[config.mk]
export PLATFORM = sky130hd
export DESIGN_NAME = piece_queue_gen
export DESIGN_NICKNAME = d
export VERILOG_FILES = /design/src/rtl/piece_queue_gen_pkg.sv /design/src/rtl/piece_queue_gen_lfsr_core.sv /design/src/rtl/piece_queue_gen.sv
export SDC_FILE = /design/constraint.sdc
export NUM_CORES = 1
export LEC_CHECK = 0
export ABC_AREA = 1
export ABC_CLOCK_PERIOD_IN_PS = 3970
export BUFFER_PORTS_ARGS = -buffer_cell sky130_fd_sc_hd__buf_4
export CORE_ASPECT_RATIO = 0.75
export CORE_MARGIN = 2
export CORE_UTILIZATION = 40
export CTS_BUF_LIST = sky130_fd_sc_hd__clkbuf_8
export DETAILED_ROUTE_END_ITERATION = 8
export PLACE_DENSITY = 0.66
export SLEW_MARGIN = 15
export SYNTH_ARGS = -nofsm -noshare
export SYNTH_HDL_FRONTEND = slang
export SYNTH_HIERARCHICAL = 1
export SYNTH_SLANG_ARGS = --single-unit
[constraint.sdc]
create_clock -name clk -period 3.97 [get_ports clk]
set_input_delay 0.794 -clock clk [delete_from_list [all_inputs] [get_ports clk]]
set_output_delay 0.794 -clock clk [all_outputs]
set_load 0.01 [all_outputs]
[src/rtl/piece_queue_gen_pkg.sv]
// Shared types and constants for the next-piece generator: piece IDs,
// FSM state encoding and Galois LFSR tap masks per register width.
package piece_queue_gen_pkg;

  typedef enum logic [1:0] {
    ST_FILL   = 2'd0,
    ST_READY  = 2'd1,
    ST_REFILL = 2'd2
  } state_e;

  localparam logic [3:0] PIECE_NONE = 4'd0;
  localparam logic [3:0] PIECE_I    = 4'd1;
  localparam logic [3:0] PIECE_O    = 4'd2;
  localparam logic [3:0] PIECE_T    = 4'd3;
  localparam logic [3:0] PIECE_J    = 4'd4;
  localparam logic [3:0] PIECE_L    = 4'd5;
  localparam logic [3:0] PIECE_S    = 4'd6;
  localparam logic [3:0] PIECE_Z    = 4'd7;

  // Right-shifting Galois masks for maximal-length polynomials.
  function automatic logic [31:0] lfsr_taps(input int width);
    case (width)
      8:       return 32'h0000_00B8;
      12:      return 32'h0000_0E08;
      16:      return 32'h0000_B400;
      20:      return 32'h0009_0000;
      24:      return 32'h00E1_0000;
      32:      return 32'hA300_0000;
      default: return 32'h0000_B400;
    endcase
  endfunction

endpackage

[src/rtl/piece_queue_gen_lfsr_core.sv]
// Free-running right-shift Galois LFSR with seed load; an all-zero value
// (loaded or reached) is always replaced by SEED so the register never locks.
module lfsr_core
  import piece_queue_gen_pkg::*;
#(
  parameter int               WIDTH = 16,
  parameter logic [WIDTH-1:0] TAPS  = WIDTH'(lfsr_taps(WIDTH)),
  parameter logic [WIDTH-1:0] SEED  = WIDTH'(16'hACE1)
) (
  input  logic             clk,
  input  logic             rst,
  input  logic             load,
  input  logic [WIDTH-1:0] load_val,
  output logic [WIDTH-1:0] state
);

  logic [WIDTH-1:0] state_q;
  logic [WIDTH-1:0] state_d;
  logic [WIDTH-1:0] step;

  always_comb begin
    step = state_q >> 1;
    if (state_q[0]) step = step ^ TAPS;
    state_d = step;
    if (load) begin
      state_d = (load_val == '0) ? SEED : load_val;
    end else if (state_q == '0) begin
      state_d = SEED;
    end
  end

  always_ff @(posedge clk) begin
    if (!rst) state_q <= SEED;
    else      state_q <= state_d;
  end

  assign state = state_q;

endmodule

[src/rtl/piece_queue_gen.sv]
// Next-piece generator: LFSR-driven draw into a head+preview shift queue.
// Build option PIECE_BAG_EN enables the 7-bag shuffler (no repeats within a bag).
module piece_queue_gen
  import piece_queue_gen_pkg::*;
#(
  parameter int                NUM_PIECES    = 7,
  parameter int                PIECE_W       = 4,
  parameter int                PREVIEW_DEPTH = 3,
  parameter int                LFSR_W        = 16,
  parameter logic [LFSR_W-1:0] SEED          = LFSR_W'(16'hACE1)
) (
  input  logic                             clk,
  input  logic                             rst,
  input  logic                             drop,
  input  logic                             seed_load,
  input  logic [LFSR_W-1:0]                seed_in,
  output logic [PIECE_W-1:0]               piece_out,
  output logic                             piece_valid,
  output logic [PREVIEW_DEPTH*PIECE_W-1:0] preview,
  output logic                             preview_valid,
  output logic                             drop_miss,
  output logic [3:0]                       bag_left,
  output state_e                           dbg_state
);

  localparam int               Q_N   = PREVIEW_DEPTH + 1;
  localparam int               CNT_W = $clog2(Q_N + 1);
  localparam logic [CNT_W-1:0] FULL  = CNT_W'(Q_N);
  localparam logic [7:0]       NP8   = 8'(NUM_PIECES);

  logic [LFSR_W-1:0]  lfsr;
  logic [7:0]         off8;
  logic [PIECE_W-1:0] draw_id;
  logic               unused_lfsr_hi;

  logic [PIECE_W-1:0] q_q [Q_N];
  logic [PIECE_W-1:0] q_d [Q_N];
  logic [CNT_W-1:0]   count_q, count_d, cnt_tmp;
  state_e             state_q, state_d;
  logic               draw_en_q, draw_en_d;
  logic               drop_miss_q, drop_miss_d;
  logic               head_valid, drop_ok, draw_fire;

  lfsr_core #(
    .WIDTH (LFSR_W),
    .TAPS  (LFSR_W'(lfsr_taps(LFSR_W))),
    .SEED  (SEED)
  ) u_lfsr (
    .clk      (clk),
    .rst      (rst),
    .load     (seed_load),
    .load_val (seed_in),
    .state    (lfsr)
  );

  assign off8           = lfsr[7:0] % NP8;
  assign unused_lfsr_hi = ^lfsr[LFSR_W-1:8];

`ifdef PIECE_BAG_EN
  localparam int IDX_W = (NUM_PIECES > 1) ? $clog2(NUM_PIECES) : 1;

  logic [NUM_PIECES-1:0] mask_q, mask_d, mask_set;
  logic [IDX_W-1:0]      draw_idx;
  logic [7:0]            cand;
  logic                  found;
  logic [3:0]            used_cnt;

  // First unused ID scanning cyclically upward from the random offset.
  always_comb begin
    draw_idx = '0;
    found    = 1'b0;
    cand     = '0;
    for (int i = 0; i < NUM_PIECES; i++) begin
      cand = off8 + 8'(i);
      if (cand >= NP8) cand = cand - NP8;
      if (!found && !mask_q[IDX_W'(cand)]) begin
        found    = 1'b1;
        draw_idx = IDX_W'(cand);
      end
    end
    draw_id = PIECE_W'(draw_idx) + PIECE_W'(1);
  end

  // Drawing the last unused ID empties the bag in the same cycle.
  always_comb begin
    mask_set           = mask_q;
    mask_set[draw_idx] = 1'b1;
    mask_d             = mask_q;
    if (draw_fire) mask_d = (&mask_set) ? '0 : mask_set;
    if (seed_load) mask_d = '0;
  end

  always_comb begin
    used_cnt = '0;
    for (int i = 0; i < NUM_PIECES; i++) used_cnt = used_cnt + 4'(mask_q[i]);
  end

  assign bag_left = 4'(NUM_PIECES) - used_cnt;

  always_ff @(posedge clk) begin
    if (!rst) mask_q <= '0;
    else      mask_q <= mask_d;
  end
`else
  assign draw_id  = PIECE_W'(off8) + PIECE_W'(1);
  assign bag_left = 4'(NUM_PIECES);
`endif

  // draw_en_q holds off drawing for the first cycle after (re)start.
  always_comb begin
    head_valid  = (count_q != '0);
    drop_ok     = drop && head_valid;
    draw_fire   = draw_en_q && (state_q != ST_READY) && (count_q < FULL);
    q_d         = q_q;
    cnt_tmp     = count_q;
    state_d     = state_q;
    draw_en_d   = 1'b1;
    drop_miss_d = drop && !head_valid;

    if (drop_ok) begin
      for (int k = 0; k < Q_N - 1; k++) q_d[k] = q_q[k+1];
      q_d[Q_N-1] = '0;
      cnt_tmp    = cnt_tmp - CNT_W'(1);
    end
    if (draw_fire) begin
      for (int k = 0; k < Q_N; k++) begin
        if (CNT_W'(k) == cnt_tmp) q_d[k] = draw_id;
      end
      cnt_tmp = cnt_tmp + CNT_W'(1);
    end
    count_d = cnt_tmp;

    case (state_q)
      ST_FILL, ST_REFILL: if (count_d == FULL) state_d = ST_READY;
      ST_READY:           if (drop_ok) state_d = ST_REFILL;
      default:            state_d = ST_FILL;
    endcase

    if (seed_load) begin
      for (int k = 0; k < Q_N; k++) q_d[k] = '0;
      count_d     = '0;
      state_d     = ST_FILL;
      draw_en_d   = 1'b0;
      drop_miss_d = 1'b0;
    end
  end

  always_ff @(posedge clk) begin
    if (!rst) begin
      for (int k = 0; k < Q_N; k++) q_q[k] <= '0;
      count_q     <= '0;
      state_q     <= ST_FILL;
      draw_en_q   <= 1'b0;
      drop_miss_q <= 1'b0;
    end else begin
      q_q         <= q_d;
      count_q     <= count_d;
      state_q     <= state_d;
      draw_en_q   <= draw_en_d;
      drop_miss_q <= drop_miss_d;
    end
  end

  always_comb begin
    preview = '0;
    for (int k = 0; k < PREVIEW_DEPTH; k++) preview[k*PIECE_W +: PIECE_W] = q_q[k+1];
  end

  assign piece_out     = q_q[0];
  assign piece_valid   = head_valid;
  assign preview_valid = (count_q == FULL);
  assign drop_miss     = drop_miss_q;
  assign dbg_state     = state_q;

endmodule
Yosys cells after proc, flatten, opt, wreduce, memory -nomap -nowiden. Cells that the tools add are included.

Flip-flop bits (word level): 39. Bits of input ports: 20. Output and inout bits: 25. Logic and storage cells: 55.

Add/sub/neg operators: 3. Div/mod/pow operators: 1. Magnitude comparators: 1. Equal/unequal tests: 10. Mux-type cells: 16. Bitwise operators: 2. Reductions and logical operators: 13.

Operator list (count): two-way mux 16 bit (6); zero test 16 bit (2); two-way mux 4 bit (4); modulo 8 x 3 -> 8 bit, second input constant (1); == test 2 x 3 -> 1 bit, first input constant (2); == test 3 bit, second input constant (2); two-way mux 3 bit (2); adder 4 x 1 -> 4 bit, second input constant (1); logical AND 1 bit (4); two-way mux 2 bit (2); != test 2 bit, second input constant (2); NOT 3 -> 4 bit (1); one-hot mux 2 bit (2 select lines) (1); OR reduction 2 bit (2); adder 3 x 1 -> 3 bit, second input constant (1); == test 1 x 3 -> 1 bit, first input constant (1); zero test 3 bit (1); < comparator 3 bit, second input constant (1); nonzero test 3 bit (1); subtractor 3 x 1 -> 3 bit, second input constant (1); == test 2 x 1 -> 1 bit, second input constant (1); == test 2 bit, second input constant (1); zero test 2 bit (1); != test 2 x 1 -> 1 bit, second input constant (1); 4 further kinds (4).

Longest topological paths before layout. Gate-level depths: netlist of run 1.

Word-level depth: 8. Gate-level depth with buffers: 28. Depth with buffers taken out: 28.

Cells and area by module. Netlist of run 1, hierarchy kept.

Modules (own cells, without submodules): piece_queue_gen (instances 1, cells an instance 283, area each 1886.8 µm², sequential area each 460.4 µm²); lfsr_core (instances 1, cells an instance 129, area each 829.5 µm², sequential area each 320.3 µm²).

Worst setup path after synthesis of run 1. OpenSTA, ideal clock, no wires.

Path kind: flip-flop to flip-flop. From: register u_lfsr.state_q[5] (netlist: u_lfsr/state[5]). To: register q_q (netlist bit piece_out[2]). Setup time: 0.111 ns. Arrival: 3.146 ns. Required time: 3.859 ns. Setup slack: 0.714 ns. Stages on the path, launching flop included: 28. Buffers on the path: 0. Clock period less this slack: 3.256 ns. Cells stage by stage: dfxtp_1 nand3_1 nand2_1 nand4_2 nand2_2 inv_2 nand2_4 nand3_1 nand2_2 nand2_1 and2_1 ha_1 nand3_2 nand2_2 inv_4 nand2_4 nand2_1 nand2_1 ha_1 nand2_4 nand2_4 nand2_2 nand2_4 ha_1 xor2_1 nand2_1 nand3_1 inv_1.

Longest elaborated chain between the ends: 4.

Ends and longest elaborated chain: start: declaration (RTL line piece_queue_gen_lfsr_core.sv:17) `logic [WIDTH-1:0] state_q;`; start signal: assignment (RTL line piece_queue_gen_lfsr_core.sv:34) `else state_q <= state_d;`; modulo 8 x 3 -> 8 bit (RTL line piece_queue_gen.sv:56) `assign off8 = lfsr[7:0] % NP8;`; adder 4 x 1 -> 4 bit (RTL line piece_queue_gen.sv:105) `assign draw_id = PIECE_W'(off8) + PIECE_W'(1);`; two-way mux 4 bit (RTL line piece_queue_gen.sv:127) `if (CNT_W'(k) == cnt_tmp) q_d[k] = draw_id;`; two-way mux 16 bit (RTL line piece_queue_gen.sv:125) `if (draw_fire) begin`; end signal: assignment (RTL line piece_queue_gen.sv:156) `q_q <= q_d;`; end: declaration (RTL line piece_queue_gen.sv:36) `logic [PIECE_W-1:0] q_q [Q_N];`.

No other way between the ends. A chain may end at the register's enable or synchronous reset.

Worst setup path in the final report of run 1.
From: register u_lfsr.state_q[6] (netlist: u_lfsr/state[6]). To: register q_q (netlist bit preview[2]).

Same word-level chain as after synthesis.

==> impl_metrics.json, run 1 <==
{
  "ys_ff_latch": 39,
  "drcViolationCount": 0,
  "overflow": 0,
  "path_buf_inv": 3,
  "fin_setup_tns_ns": 0,
  "placement_rows": 25,
  "timing.final.setup_violations": 0,
  "critical_path_peak_fanout": 7,
  "p_seq_share_pct": 34.1,
  "maximum_number_of_pins_on_one_net_before_global_route_repair": 23,
  "fillCellCount": 665,
  "netlist_area_mm2": 0.00272,
  "synth_largest_type_area_fraction_pct": 28.7,
  "cts-root-to-sink-buffers": 2,
  "crit_path_end_kind": "flip-flop",
  "first_global_vias": 2284,
  "yosys_warnings": 6,
  "timing.critical_path.from_type": "flip-flop",
  "clock_sinks": 39,
  "outcome": "finished, final reports clean",
  "path_clk_slew_ns": 0.07,
  "drt.antenna.violating_nets": 0,
  "placedCellCount": 524,
  "power.clock.fraction_pct": 21.7,
  "ant_diodes": 0,
  "power_frac_comb_pct": 44.3,
  "r2r-start": "u_lfsr/state[6]",
  "netlist-cell-type-count": 36,
  "worstSetupPathDepth": 25,
  "hold-path-endpoint": "preview[9]",
  "worst_ep_arrival_time_ns": 3.71,
  "synth.area.top_cells": "sky130_fd_sc_hd__dfxtp_1, sky130_fd_sc_hd__nand2_1, sky130_fd_sc_hd__inv_1",
  "cts_hold_buffers": 0,
  "r2r.worst_path.cells": 25,
  "area_delta_synth_final_pct": 16.1,
  "maxClockFrequency_ghz": 0.284,
  "cts_max_level": 2,
  "synth_common_cells": "sky130_fd_sc_hd__nand2_1, sky130_fd_sc_hd__inv_1, sky130_fd_sc_hd__nor2_1",
  "globalplace.congestion": 0.870,
  "netSwitchingPower_w": 0.000521,
  "biggest_cell_delay_along_the_critical_path_ns": 0.44,
  "first_iter_violations": 140,
  "first_pass_grt_wire_length_mm": 10.3,
  "timing.reg2reg.setup_slack_ns": 0.45,
  "vias_per_cell": 4.72,
  "io_buffers": 40,
  "via_count": 2504,
  "yosys.area_share.simple_pct": 40.4,
  "synth_flop_cell": "sky130_fd_sc_hd__dfxtp_1",
  "synthMuxAreaShare_pct": 0,
  "cpMostUsedCell": "sky130_fd_sc_hd__nand2_1",
  "clock-root-buffer": "sky130_fd_sc_hd__clkbuf_8",
  "p_int_w": 0.000750,
  "yosys.cell_count.top_type": "sky130_fd_sc_hd__nand2_1",
  "layout.nets": 480,
  "dp_hpwl_mm": 4.52,
  "max_cap_violations": 0,
  "switching_share_pct": 41.0,
  "die_area_mm2": 0.00747,
  "die_h_um": 75.4,
  "drive_above_1_share_pct": 23.1,
  "grtUsageTotal_pct": 17.0,
  "final-instance-count-excl-fill": 531,
  "clock_latency_reported_for_the_late_side_of_the_worst_skew_pair_ns": 0.29,
  "cts_inserted_buffers": 5,
  "synth-edff-count": 0,
  "worstHoldPathCells": 2,
  "synth-seq-area-share_pct": 28.7,
  "drt-total-wl_mm": 5.94,
  "unrepaired_setup_endpoints_after_global_routing": "no",
  "p_per_area_mw_per_mm2": 403,
  "power.static_leakage_nw": 1.69,
  "antenna_violations_before_repair": 0,
  "report.final.slew_viol_count": 0,
  "worst_clock_skew_ns": 0.00593,
  "crit_required_ns": 4.16,
  "cp_top_family": "simple AND/OR/NAND/NOR gates",
  "die-width_um": 99.2,
  "io-pin-count": 45,
  "period_share_pct": 88.7,
  "synth-xor-area-share_pct": 3.22,
  "ir_drop_v": 0.000190,
  "synth_top_cell_by_area": "sky130_fd_sc_hd__dfxtp_1",
  "async_flop_share_pct": 0,
  "core_mm2": 0.00644,
  "cp_slowest_cell": "sky130_fd_sc_hd__dfxtp_1",
  "min_from": "preview[9]",
  "finalHoldViolations": 0,
  "worst_pin_slew_ns": 0.704,
  "synth_adder_area_share_pct": 4.61,
  "hold_path_class": "reg -> reg",
  "relSlewSlack_pct": 52.9,
  "route.detailed.wl_per_inst_um": 11.2,
  "drt_pass1_iterations": 4,
  "post_synth.cell_area_avg_um2": 6.59,
  "worst-setup-path-type": "reg -> reg",
  "finalCriticalPeriod_ns": 3.52,
  "cts_tree": "done",
  "largest_family_of_logic_cells_by_synthesized_area": "simple AND/OR/NAND/NOR gates",
  "floorplan.initialDensity_pct": 42.2,
  "compound_gate_fraction_of_synth_area_pct": 10.1,
  "r2r_end": "preview[2]",
  "synthesis.instances": 412
}
cells by family after synthesis:
kind of cell,after synthesis
XOR/XNOR,10
AND/OR/NAND/NOR,222
other,2
flip-flops,39
AO/OA/AOI/OAI,47
buffers and inverters,82
adder cells (fa/ha/maj),10
tightest hold or removal path, cell delays in order (launching register included):
cell and delay (ns):
sky130_fd_sc_hd__dfxtp_1 0.34, sky130_fd_sc_hd__nand2_1 0.07, sky130_fd_sc_hd__a21oi_1 0.06
power groups by stage:
| stage | combinational, W | sequential (W) | clock [W] |
|---|---|---|---|
| detailed placement | 0.000551 | 0.000442 | 0 |
| CTS | 0.000554 | 0.000433 | 0.000284 |
| global placement | 0.000539 | 0.000441 | 0 |
| floorplan | 0.000436 | 0.000441 | 0 |
| global route | 0.000633 | 0.000437 | 0.000298 |
| finish | 0.000563 | 0.000433 | 0.000275 |
state kept, by name, indices dropped and copies added, names as in the netlist:
register / flops
drop_miss: 1
dbg_state: 2
piece_out: 4
preview: 12
count_q: 3
draw_en_q: 1
u_lfsr/state: 16
layer usage:
metal  vias up  wire, um  GRT usage (%)
met4         0        69           5.02
met3         6       252           3.03
li1       1350         -              -
met2        52      2570           26.9
met1      1096      3060           24.2
met5         -         0              0
per-stage QoR:
step	total power (W)	hold slack, ns	util, %	cell area [um^2]	setup WS (ns)
6_report	0.00127	0.501	48.9	3150	0.450
5_1_grt	0.00137	0.513	48.9	3150	0.0177
3_5_place_dp	0.000993	0.481	47.4	3050	0.327
4_1_cts	0.00127	0.494	48.8	3140	0.317
2_1_floorplan	0.000877	0.453	-	2720	0.714
3_3_place_gp	0.000981	0.469	47.4	3050	0.508
how the worst max path moves through the flow:
| stage | from | to | slack, ns |
|---|---|---|---|
| final | u_lfsr/state[6] | preview[2] | 0.45 |
| after global placement | u_lfsr/state[5] | preview[6] | 0.51 |
| after floorplan | u_lfsr/state[5] | piece_out[2] | 0.71 |
| after CTS | u_lfsr/state[5] | preview[2] | 0.32 |
| after global routing | u_lfsr/state[6] | preview[2] | 0.02 |
| after detailed placement | u_lfsr/state[5] | preview[2] | 0.33 |
final cells by class:
| type | count | area (um^2) | area share [%] |
|---|---|---|---|
| Clock inverter | 1 | 5.00 | 0.159 |
| Inverter | 70 | 265 | 8.41 |
| Tap cell | 81 | 101 | 3.21 |
| Multi-Input combinational cell | 293 | 1610 | 51.0 |
| Clock buffer | 6 | 82.6 | 2.62 |
| Sequential cell | 39 | 785 | 24.9 |
| Timing Repair Buffer | 41 | 308 | 9.76 |
timing repair:
item	CTS	global route
resized for setup	0	4
setup buffers	0	0
setup endpoints to repair	0	3
placed cells by master (no fill, tap or decap), types with 5 or more instances in the layout:
cell type and n:
sky130_fd_sc_hd__nand2_4 8, sky130_fd_sc_hd__dfxtp_1 36, sky130_fd_sc_hd__nor2_1 44, sky130_fd_sc_hd__buf_4 41
sky130_fd_sc_hd__o21ai_0 14, sky130_fd_sc_hd__o21ai_1 10, sky130_fd_sc_hd__nand2_2 14, sky130_fd_sc_hd__a21oi_1 10
sky130_fd_sc_hd__nand3_1 37, sky130_fd_sc_hd__nand2_1 97, sky130_fd_sc_hd__inv_2 9, sky130_fd_sc_hd__xnor2_1 5
sky130_fd_sc_hd__nand3_2 8, sky130_fd_sc_hd__ha_1 10, sky130_fd_sc_hd__clkbuf_8 6, sky130_fd_sc_hd__inv_1 60
sky130_fd_sc_hd__o211ai_1 7
Power figures use the tool's default switching activity.
==> inputs of run 2 (changes only) <==
--- a/config.mk
+++ b/config.mk
@@ -6,14 +6,14 @@
 export NUM_CORES = 1
 export LEC_CHECK = 0
 export ABC_AREA = 1
-export ABC_CLOCK_PERIOD_IN_PS = 3970
+export ABC_CLOCK_PERIOD_IN_PS = 4180
 export BUFFER_PORTS_ARGS = -buffer_cell sky130_fd_sc_hd__buf_4
 export CORE_ASPECT_RATIO = 0.75
 export CORE_MARGIN = 2
-export CORE_UTILIZATION = 40
+export CORE_UTILIZATION = 63
 export CTS_BUF_LIST = sky130_fd_sc_hd__clkbuf_8
 export DETAILED_ROUTE_END_ITERATION = 8
-export PLACE_DENSITY = 0.66
+export PLACE_DENSITY = 0.94
 export SLEW_MARGIN = 15
 export SYNTH_ARGS = -nofsm -noshare
 export SYNTH_HDL_FRONTEND = slang
==> constraint.sdc (replaced) <==
create_clock -name clk -period 4.18 [get_ports clk]
set_input_delay 0.836 -clock clk [delete_from_list [all_inputs] [get_ports clk]]
set_output_delay 0.836 -clock clk [all_outputs]
set_load 0.01 [all_outputs]
==> impl_metrics.json, run 2 (synthesis gave the netlist of run 1 again) <==
{
  "cp_top_family": "simple AND/OR/NAND/NOR gates",
  "cp_slowest_cell": "sky130_fd_sc_hd__dfxtp_1",
  "mostFrequentLayoutCell": "sky130_fd_sc_hd__nand2_1",
  "post-layout-total-power_w": 0.00119,
  "core_mm2": 0.00410,
  "drt.antenna.violating_nets": 0,
  "relSlewSlack_pct": 48.3,
  "period_share_pct": 88.1,
  "grtUsageTotal_pct": 26.7,
  "cts_max_level": 2,
  "layout.nets": 479,
  "die_area_mm2": 0.00486,
  "overflow": 0,
  "biggest_cell_delay_along_the_critical_path_ns": 0.49,
  "postCtsResizedCells": 0,
  "route.detailed.wl_per_inst_um": 12.0,
  "unrepaired_setup_endpoints_after_global_routing": "no",
  "area_delta_synth_final_pct": 14.1,
  "path_clk_slew_ns": 0.08,
  "worstSetupPathDepth": 26,
  "routedLengthMet1_mm": 2.83,
  "layout.cells.most_common_list": "sky130_fd_sc_hd__nand2_1, sky130_fd_sc_hd__inv_1, sky130_fd_sc_hd__nor2_1",
  "clock_latency_reported_for_the_late_side_of_the_worst_skew_pair_ns": 0.30,
  "crit_start": "u_lfsr/state[7]",
  "hold_path_class": "reg -> reg",
  "die-width_um": 79.8,
  "io_buffers": 40,
  "cts_hold_buffers": 0,
  "drcViolationCount": 0,
  "top_layer": "met4",
  "largest_register_ff_count": 16,
  "crit_path_end_kind": "flip-flop",
  "r2r_end": "preview[2]",
  "cts_inserted_buffers": 5,
  "dr_wl_met3_um": 344,
  "r2r.worst_path.cells": 26,
  "die_h_um": 60.9,
  "power.static_leakage_nw": 1.68,
  "report.final.slew_viol_count": 0,
  "cts_tree": "done",
  "worst_ep_arrival_time_ns": 3.88,
  "timing.critical_path.from_type": "flip-flop",
  "via_count": 2650,
  "routed-wl-met2_mm": 2.79,
  "max_cap_violations": 0,
  "io-pin-count": 45,
  "placement_rows": 20,
  "clock-root-buffer": "sky130_fd_sc_hd__clkbuf_8",
  "antenna_violations_before_repair": 0,
  "utilization_pct": 75.5,
  "finalHoldViolations": 0,
  "drt-total-wl_mm": 6.04,
  "ir_drop_v": 0.000257,
  "timing.final.setup_violations": 0,
  "globalplace.congestion": 0.868,
  "maximum_number_of_pins_on_one_net_before_global_route_repair": 23,
  "worst_pin_slew_ns": 0.773,
  "cts_setup_buffers": 0,
  "cts-root-to-sink-buffers": 2,
  "dp_hpwl_mm": 4.61,
  "worst_clock_skew_ns": 0.00764,
  "first_pass_grt_wire_length_mm": 10.1,
  "finalCriticalPeriod_ns": 3.68,
  "p_per_area_mw_per_mm2": 383,
  "fillCellCount": 315,
  "path_buf_inv": 3,
  "drive_above_1_share_pct": 22.0,
  "vias_per_cell": 5.25,
  "cpMostUsedCell": "sky130_fd_sc_hd__nand2_4",
  "ant_diodes": 0,
  "crit_required_ns": 4.37,
  "first_global_vias": 2344,
  "outcome": "finished, final reports clean",
  "clock_sinks": 39,
  "floorplan.initialDensity_pct": 66.2,
  "drt_pass1_iterations": 5,
  "maxClockFrequency_ghz": 0.271,
  "crit_path_end": "preview[2]",
  "placedCellCount": 497,
  "final-instance-count-excl-fill": 505,
  "critical_path_peak_fanout": 7,
  "worst-setup-path-type": "reg -> reg",
  "first_iter_violations": 152,
  "r2r-start": "u_lfsr/state[7]",
  "fin_setup_tns_ns": 0,
  "timing.reg2reg.setup_slack_ns": 0.50
}
run 2: power breakdown:
group / switching (W) / total, W / leakage [nW] / internal, W
combinational: 0.000341 / 0.000528 / 1.31 / 0.000187
sequential: 0.0000198 / 0.000412 / 0.320 / 0.000392
clock: 0.000134 / 0.000249 / 0.0453 / 0.000114
run 2: final cells by class:
type	count	area [um^2]	share of cell area [%]
well taps	55	68.8	2.22
inverters	70	265	8.56
multi-input cells	293	1600	51.6
repair buffers	40	300	9.69
clock inverters	3	16.3	0.525
clock buffers	5	68.8	2.22
flip-flops and latches	39	781	25.2
run 2: worst min path at each step:
stage                           startpoint                to  slack, ns  cells after the start
after floorplan            u_lfsr/state[9]   u_lfsr/state[8]       0.45                      2
final                     u_lfsr/state[15]  u_lfsr/state[14]       0.49                      2
after CTS                 u_lfsr/state[15]  u_lfsr/state[14]       0.49                      2
after detailed placement  u_lfsr/state[15]  u_lfsr/state[14]       0.48                      2
after global placement    u_lfsr/state[15]  u_lfsr/state[14]       0.47                      2
after global routing            preview[9]        preview[9]       0.53                      2
run 2: stage by stage:
| stage | hold WS (ns) | instance area [um^2] | setup slack (ns) |
|---|---|---|---|
| floorplan | 0.453 | 2720 | 0.924 |
| global placement | 0.473 | 3010 | 0.752 |
| detailed placement | 0.476 | 3010 | 0.536 |
| CTS | 0.492 | 3100 | 0.523 |
| global route | 0.532 | 3100 | 0.0813 |
| finish | 0.494 | 3100 | 0.496 |
run 2: worst min-delay path, cell delays in order, from the launching register on:
cell and delay (ns):
sky130_fd_sc_hd__dfxtp_1 0.32, sky130_fd_sc_hd__nor2_1 0.09, sky130_fd_sc_hd__nor2_1 0.05
run 2: layer usage:
metal,GRT usage (%),vias to the layer above
li1,-,1360
met1,34.7,1208
met2,45.3,75
met3,5.36,7
met4,9.20,0
met5,0,-
